**config.mk**
```make
export PLATFORM = sky130hd
export DESIGN_NAME = bcd_serial_add_ctrl
export DESIGN_NICKNAME = d
export VERILOG_FILES = /design/src/rtl/bcd_serial_add_ctrl.sv
export SDC_FILE = /design/constraint.sdc
export NUM_CORES = 1
export LEC_CHECK = 0
export CAP_MARGIN = 20
export CORE_UTILIZATION = 45
export DETAILED_ROUTE_END_ITERATION = 8
export PLACE_DENSITY = 0.72
export SLEW_MARGIN = 20
export SYNTH_ARGS = -nofsm -noshare
export SYNTH_HDL_FRONTEND = slang
export SYNTH_SLANG_ARGS = --single-unit
```
**constraint.sdc**
```tcl
create_clock -name clk -period 8.9 [get_ports clk]
set_input_delay 0.89 -clock clk [delete_from_list [all_inputs] [get_ports clk]]
set_output_delay 0.89 -clock clk [all_outputs]
set_load 0.01 [all_outputs]
```
**src/rtl/bcd_serial_add_ctrl.sv**
```systemverilog
// Serial packed-BCD adder controller: one digit per clock, LSD first, carry chained in a register.
// Optional macro BCD_DIGIT_CHECK_EN adds a sticky err output flagging latched digits above 9.
module bcd_serial_add_ctrl #(
    parameter int unsigned DIGITS = 4
) (
    input  logic                  clk,
    input  logic                  rst,
    input  logic                  start,
    input  logic [4*DIGITS-1:0]   a,
    input  logic [4*DIGITS-1:0]   b,
    input  logic                  cin,
    output logic                  busy,
    output logic                  done,
    output logic [4*DIGITS-1:0]   sum,
    output logic                  cout
`ifdef BCD_DIGIT_CHECK_EN
    ,
    output logic                  err
`endif
);

    localparam int unsigned W     = 4 * DIGITS;
    localparam int unsigned IDX_W = (DIGITS > 1) ? $clog2(DIGITS) : 1;
    localparam logic [IDX_W-1:0] LAST_IDX = IDX_W'(DIGITS - 1);

    typedef enum logic [1:0] {
        S_IDLE,
        S_RUN,
        S_DONE
    } state_t;

    state_t           state_q, state_d;
    logic [W-1:0]     a_q, a_d;
    logic [W-1:0]     b_q, b_d;
    logic [W-1:0]     sum_q, sum_d;
    logic [IDX_W-1:0] idx_q, idx_d;
    logic             carry_q, carry_d;
    logic             cout_q, cout_d;
    logic             busy_q, busy_d;
    logic             done_q, done_d;
`ifdef BCD_DIGIT_CHECK_EN
    logic             err_q, err_d;
`endif

    logic [4:0] t_raw;
    logic [4:0] t_adj;
    logic [3:0] digit;
    logic       carry_nxt;

    // Single correction stage; operands sit in shift registers so digit 0 is always the LSBs.
    always_comb begin
        t_raw = {1'b0, a_q[3:0]} + {1'b0, b_q[3:0]} + {4'b0000, carry_q};
        t_adj = t_raw + 5'd6;
        if (t_raw > 5'd9) begin
            digit     = t_adj[3:0];
            carry_nxt = 1'b1;
        end else begin
            digit     = t_raw[3:0];
            carry_nxt = 1'b0;
        end
    end

    always_comb begin
        state_d = state_q;
        a_d     = a_q;
        b_d     = b_q;
        sum_d   = sum_q;
        idx_d   = idx_q;
        carry_d = carry_q;
        cout_d  = cout_q;
        busy_d  = busy_q;
        done_d  = 1'b0;
`ifdef BCD_DIGIT_CHECK_EN
        err_d   = err_q;
`endif
        case (state_q)
            S_IDLE: begin
                if (start) begin
                    a_d     = a;
                    b_d     = b;
                    carry_d = cin;
                    idx_d   = '0;
                    sum_d   = '0;
                    cout_d  = 1'b0;
                    busy_d  = 1'b1;
`ifdef BCD_DIGIT_CHECK_EN
                    err_d   = 1'b0;
`endif
                    state_d = S_RUN;
                end
            end
            S_RUN: begin
                sum_d[{idx_q, 2'b00} +: 4] = digit;
                carry_d = carry_nxt;
                a_d     = a_q >> 4;
                b_d     = b_q >> 4;
                idx_d   = idx_q + 1'b1;
`ifdef BCD_DIGIT_CHECK_EN
                if ((a_q[3:0] > 4'd9) || (b_q[3:0] > 4'd9)) begin
                    err_d = 1'b1;
                end
`endif
                if (idx_q == LAST_IDX) begin
                    cout_d  = carry_nxt;
                    done_d  = 1'b1;
                    state_d = S_DONE;
                end
            end
            S_DONE: begin
                busy_d  = 1'b0;
                state_d = S_IDLE;
            end
            default: begin
                busy_d  = 1'b0;
                state_d = S_IDLE;
            end
        endcase
    end

    always_ff @(posedge clk) begin
        if (rst) begin
            state_q <= S_IDLE;
            a_q     <= '0;
            b_q     <= '0;
            sum_q   <= '0;
            idx_q   <= '0;
            carry_q <= 1'b0;
            cout_q  <= 1'b0;
            busy_q  <= 1'b0;
            done_q  <= 1'b0;
`ifdef BCD_DIGIT_CHECK_EN
            err_q   <= 1'b0;
`endif
        end else begin
            state_q <= state_d;
            a_q     <= a_d;
            b_q     <= b_d;
            sum_q   <= sum_d;
            idx_q   <= idx_d;
            carry_q <= carry_d;
            cout_q  <= cout_d;
            busy_q  <= busy_d;
            done_q  <= done_d;
`ifdef BCD_DIGIT_CHECK_EN
            err_q   <= err_d;
`endif
        end
    end

    assign busy = busy_q;
    assign done = done_q;
    assign sum  = sum_q;
    assign cout = cout_q;
`ifdef BCD_DIGIT_CHECK_EN
    assign err  = err_q;
`endif

endmodule
```
# After elaboration in Yosys (flattened, before gate mapping)
# Cells that the tools add are included.
# classes
addsub,5
reduce_logical,7
magnitude_cmp,1
shift,2
n_bitwise,1
eq_ne,4
muxes,22
# ops
op,count
$pmux W16 S2,3
$mux W16,3
$bwmux W16,1
$shift A4 B6 Y16 const A,1
$shiftx A4 B6 Y16,1
$pmux W2 S2,2
$mux W1,6
$mux W2,3
$neg A4 Y6,1
$pmux W1 S2,3
$reduce_and A2 Y1,3
$add A4 B4 Y5,1
$add A5 B1 Y5,1
$gt A5 B4 Y1 const B,1
$add A4 B3 Y4 const B,1
$mux W4,1
$ne A2 B2 Y1 const B,2
$reduce_and A3 Y1,1
$add A2 B1 Y2 const B,1
$eq A2 B1 Y1 const B,1
$eq A2 B2 Y1 const B,1
$logic_not A2 Y1,1
$reduce_bool A2 Y1,1
$reduce_or A2 Y1,1
$not A1 Y1,1
# word_totals
inputBits,36
out_inout_bits,19
elab_cells,51
regBits,56

# Longest topological paths before layout
# logic_depth
word_depth,7
mapped_depth,10
depth_no_buf,10

# Worst setup path after synthesis
# OpenSTA, ideal clock, no wires.
# synth_path
kind,reg-to-reg
start,register a_q[0]
end,register sum_q[2] (netlist: sum[2])
arrival_ps,2773
path_buffers,0
slack_ps,6066
stages_incl_launch_ff,11
period_less_slack_ps,2834
t_required_ps,8839
setup_time_ps,61
path_cell_list,dfxtp_1 > fa_1 > fa_1 > xnor2_1 > ha_1 > nor2b_1 > a31o_1 > o31ai_4 > mux2_4 > nor2_2 > a22o_1
# synth_via
elab_chain_len,7
elab_cells_between_ends,8
cone_classes,add/sub: 3; order compare: 1; shift: 1; mux: 3
# synth_rtl
element,line_no,source
start: declaration,33,"logic [W-1:0] a_q, a_d;"
start signal: assignment,123,a_q <= '0;
start signal: assignment,136,a_q <= a_d;
$add A4 B4 Y5 *,52,"t_raw = {1'b0, a_q[3:0]} + {1'b0, b_q[3:0]} + {4'b0000, carry_q};"
$add A5 B1 Y5 *,52,
$add A4 B3 Y4 / $gt A5 B4 Y1 (equally long branches),"53, 54",
$mux W4 *,54,if (t_raw > 5'd9) begin
$shiftx A4 B6 Y16 *,93,"sum_d[{idx_q, 2'b00} +: 4] = digit;"
$bwmux W16 *,93,
$pmux W16 S2 *,76,case (state_q)
end signal: assignment,138,sum_q <= sum_d;
end: declaration,35,"logic [W-1:0] sum_q, sum_d;"
# Every way passes the cells marked *; elsewhere a longest branch is shown, timed or not.
# A chain may end at the register's enable or synchronous reset.

# Worst setup path after layout
# layout_path
start,input start
end,register sum_q[6] (netlist: sum[6])
# layout_via
elab_chain_len,2
# layout_rtl
element,line_no,source
start: declaration,8,"input logic start,"
$ne A2 B2 Y1 (no line),-,
$reduce_and A2 Y1 (no line),-,
# No other way between the ends.

==> qor.csv <==
stage,metric,value,unit
min_path,worst min-delay path class,reg -> reg,
critical_path,crit-path max FO,22,
grt,largest net degree at the start of global routing,55,
logic_synthesis,"flops & latches, synth",56,
power_and_ir_drop,pwr dens,170,nW/µm²
sta,Post-Route Skew,0.00765,ns
status,status,"complete, no violations",
layout,post-route insts no fill,426,
grt,Tot GR Track Use,21.3,%
detailed_routing,final WL,5810,µm
grt,global-route wire length before repair,10200,µm
sta,Slew headroom,35.0,%
detailed_routing,# DRC,0,
cts,clk slew on worst S/H paths,0.10,ns
cts,cts repair resizes,0,
floorplan,row cnt,27,
detailed_routing,top layer in use,met4,
placed_design,detailed placement HPWL,4120,µm
layout,"commonest non-fill, non-tap cell in the layout",nor2_1,
detailed_routing,metal3 WL,303,µm
logic_synthesis,Mapped Area,2580,µm²
logic_synthesis,warnings from Yosys,0,
sta,Fmax,0.320,GHz
sta,Least-Margin Pin Slew,0.975,ns
layout,most frequent cells in the layout,"nor2_1 (67), dfxtp_1 (56), clkdlybuf4s50_1 (53)",
layout,share of layout cells above drive strength 1,6.50,%
sta,RSZ-0062 raised after global routing,false,
placed_design,DP Cell Count,419,
detailed_routing,number of iterations in the first detailed-routing pass,4,
detailed_routing,Final ANT Viol Nets,0,
detailed_routing,drt wl/cell,13.6,µm
logic_synthesis,Mean Syn Cell Area,8.24,µm²
detailed_routing,DR WL met2,2730,µm
power_and_ir_drop,static leakage,1.27,nW
critical_path,WP data arrival,3.34,ns
cts,CTS tree,done,
sta,Final period util,35.2,%
layout,Area Overhead vs Synth,25.2,%
sta,crit path time final,3.13,ns
floorplan,Die X-Extent,77.7,µm
floorplan,Die Span Y,77.7,µm
detailed_routing,first-iteration detailed-routing DRC count,129,
critical_path,CP Launch Type,input pin,
layout,ANT cells,0,
cts,CTS buffer count,5,
cts,# H-tree levels,2,
power_and_ir_drop,Worst IR Drop VDD,0.0937,mV
sta,number of endpoints failing setup at the final stage,0,
detailed_routing,via count,2288,
cts,CTS Hold Buffers Added,0,
flow_run,total of max-cap violations,0,
detailed_routing,WL met1,2700,µm
critical_path,CP Capture Type,flip-flop,
cts,"Setup Fix Bufs, Post-CTS",0,
grt,antenna violations before repair,0,
floorplan,die area,6040,µm²
logic_synthesis,post-synth net total,359,
critical_path,Required @ worst endpoint,9.11,ns
detailed_routing,DR vias/cell,5.37,
sta,Fin Setup TNS,0,ns
grt,Congestion Overflow GR,0,
logic_synthesis,synthesized instance count,313,
grt,vias in the first global route,2205,
logic_synthesis,sequential area share after synthesis,43.5,%
placed_design,placer congestion estimate,0.771,
floorplan,Core Region,5510,µm²
layout,Final nets,400,
floorplan,Ports,55,
cts,Longest Clk Path Bufs,2,
critical_path,kind of critical path,in -> reg,
logic_synthesis,library cells used by synthesis,33,
placed_design,number of buffers added on ports,54,
cts,clock sink count,56,
sta,max-slew violation count,0,
cts,CTS root buf,clkbuf_8,
floorplan,Starting Density,46.9,%
cts,Skew-Pair Late Insertion Delay,0.31,ns
sta,Hold Fails Final Rpt,0,
## through the flow
stage	power (mW)	worst slack, ns	utilization [%]	hold slack (ns)	instance area, µm²
6_report	0.549	5.77	58.6	0.470	3230
5_1_grt	0.580	5.56	58.6	0.503	3230
4_1_cts	0.553	5.78	58.6	0.477	3230
3_5_place_dp	0.410	5.47	57.0	0.454	3140
3_3_place_gp	0.408	5.54	57.0	0.441	3140
2_1_floorplan	0.370	6.07	-	0.455	2580
## path summary, 6_finish.rpt
kind / start / depth (start not counted) / slack (ns) / to
setup / recovery: start / 6 / 5.77 / sum[6]$_SDFFE_PP0P_
hold / removal: sum[15]$_SDFFE_PP0P_ / 2 / 0.47 / sum[15]$_SDFFE_PP0P_
setup reg to reg: a_q[0]$_SDFFE_PP0P_ / 10 / 5.77 / sum[10]$_SDFFE_PP0P_
hold reg to reg: sum[15]$_SDFFE_PP0P_ / 2 / 0.47 / sum[15]$_SDFFE_PP0P_
## state kept, by name, indices dropped and copies added (netlist names), 2 cells and up
signal   count
idx_q        2
b_q         16
state_q      2
sum         16
a_q         16
## power by group
group | total, mW | internal, mW | switching, mW
Combinational | 0.125 | 0.0592 | 0.0662
Clock | 0.144 | 0.0623 | 0.0818
Sequential | 0.279 | 0.266 | 0.0127
## worst max-delay path: stages
cell and delay, ns:
clkdlybuf4s50_1 0.93, nand2b_1 0.21, nor2_1 0.69, a21oi_1 0.16
nor2b_1 0.20, a22o_1 0.26
## per-layer routing
metal	up-vias	GRT usage, %
met5	-	0
met4	0	6.79
met3	8	4.82
met2	63	33.9
met1	1047	28.5
li1	1170	-
## area by class of cell
| type | instances | area (µm²) |
|---|---|---|
| fillers | 507 | 2280 |
| clock buffers | 6 | 82.6 |
| multi-input cells | 219 | 1310 |
| clock inverters | 1 | 8.76 |
| well taps | 72 | 90.1 |
| inverters | 15 | 56.3 |
| flip-flops and latches | 56 | 1120 |
| repair buffers | 57 | 558 |
## synthesized netlist by cell type, drive strengths merged
| cell type | number | share of area, % |
|---|---|---|
| o31ai | 1 | 0.82 |
| xnor2 | 2 | 0.68 |
| clkbuf | 18 | 2.6 |
| fa | 2 | 1.6 |
| a21oi | 21 | 4.1 |
| a2111oi | 4 | 1.4 |
| and3 | 1 | 0.24 |
| a222oi | 1 | 0.39 |
| a311oi | 14 | 4.8 |
| dfxtp | 56 | 43 |
| a32oi | 1 | 0.34 |
| a22o | 4 | 1.4 |
| nor2b | 10 | 2.4 |
| nand2b | 2 | 0.48 |
| a22oi | 17 | 4.9 |
| o21ai | 5 | 0.97 |
| a211oi | 2 | 0.58 |
| a21o | 3 | 0.87 |
| a31o | 1 | 0.34 |
| mux2 | 1 | 0.58 |
| nand2 | 36 | 5.2 |
| nor2 | 68 | 10 |
| nor4 | 3 | 0.73 |
| buf | 5 | 0.87 |
| inv | 15 | 2.2 |
| ha | 8 | 3.9 |
| nor4b | 1 | 0.34 |
| nand3 | 1 | 0.19 |
| or2 | 3 | 0.73 |
| mux2i | 1 | 0.39 |
| o221a | 6 | 2.6 |
## kinds of logic (layout without fill, tap and decap cells)
logic type / count (synthesis) / in the layout / synth area share [%]
muxes: 2 / 2 / 0.970
and+or+nand+nor: 125 / 125 / 20.4
AOI/OAI and AO/OA: 80 / 80 / 23.4
buffers and inverters: 38 / 79 / 5.67
xor gates and xnor gates: 2 / 2 / 0.679
adders and majority gates: 10 / 10 / 5.43
DFF: 56 / 56 / 43.5
(Power assumes the default switching activity.)
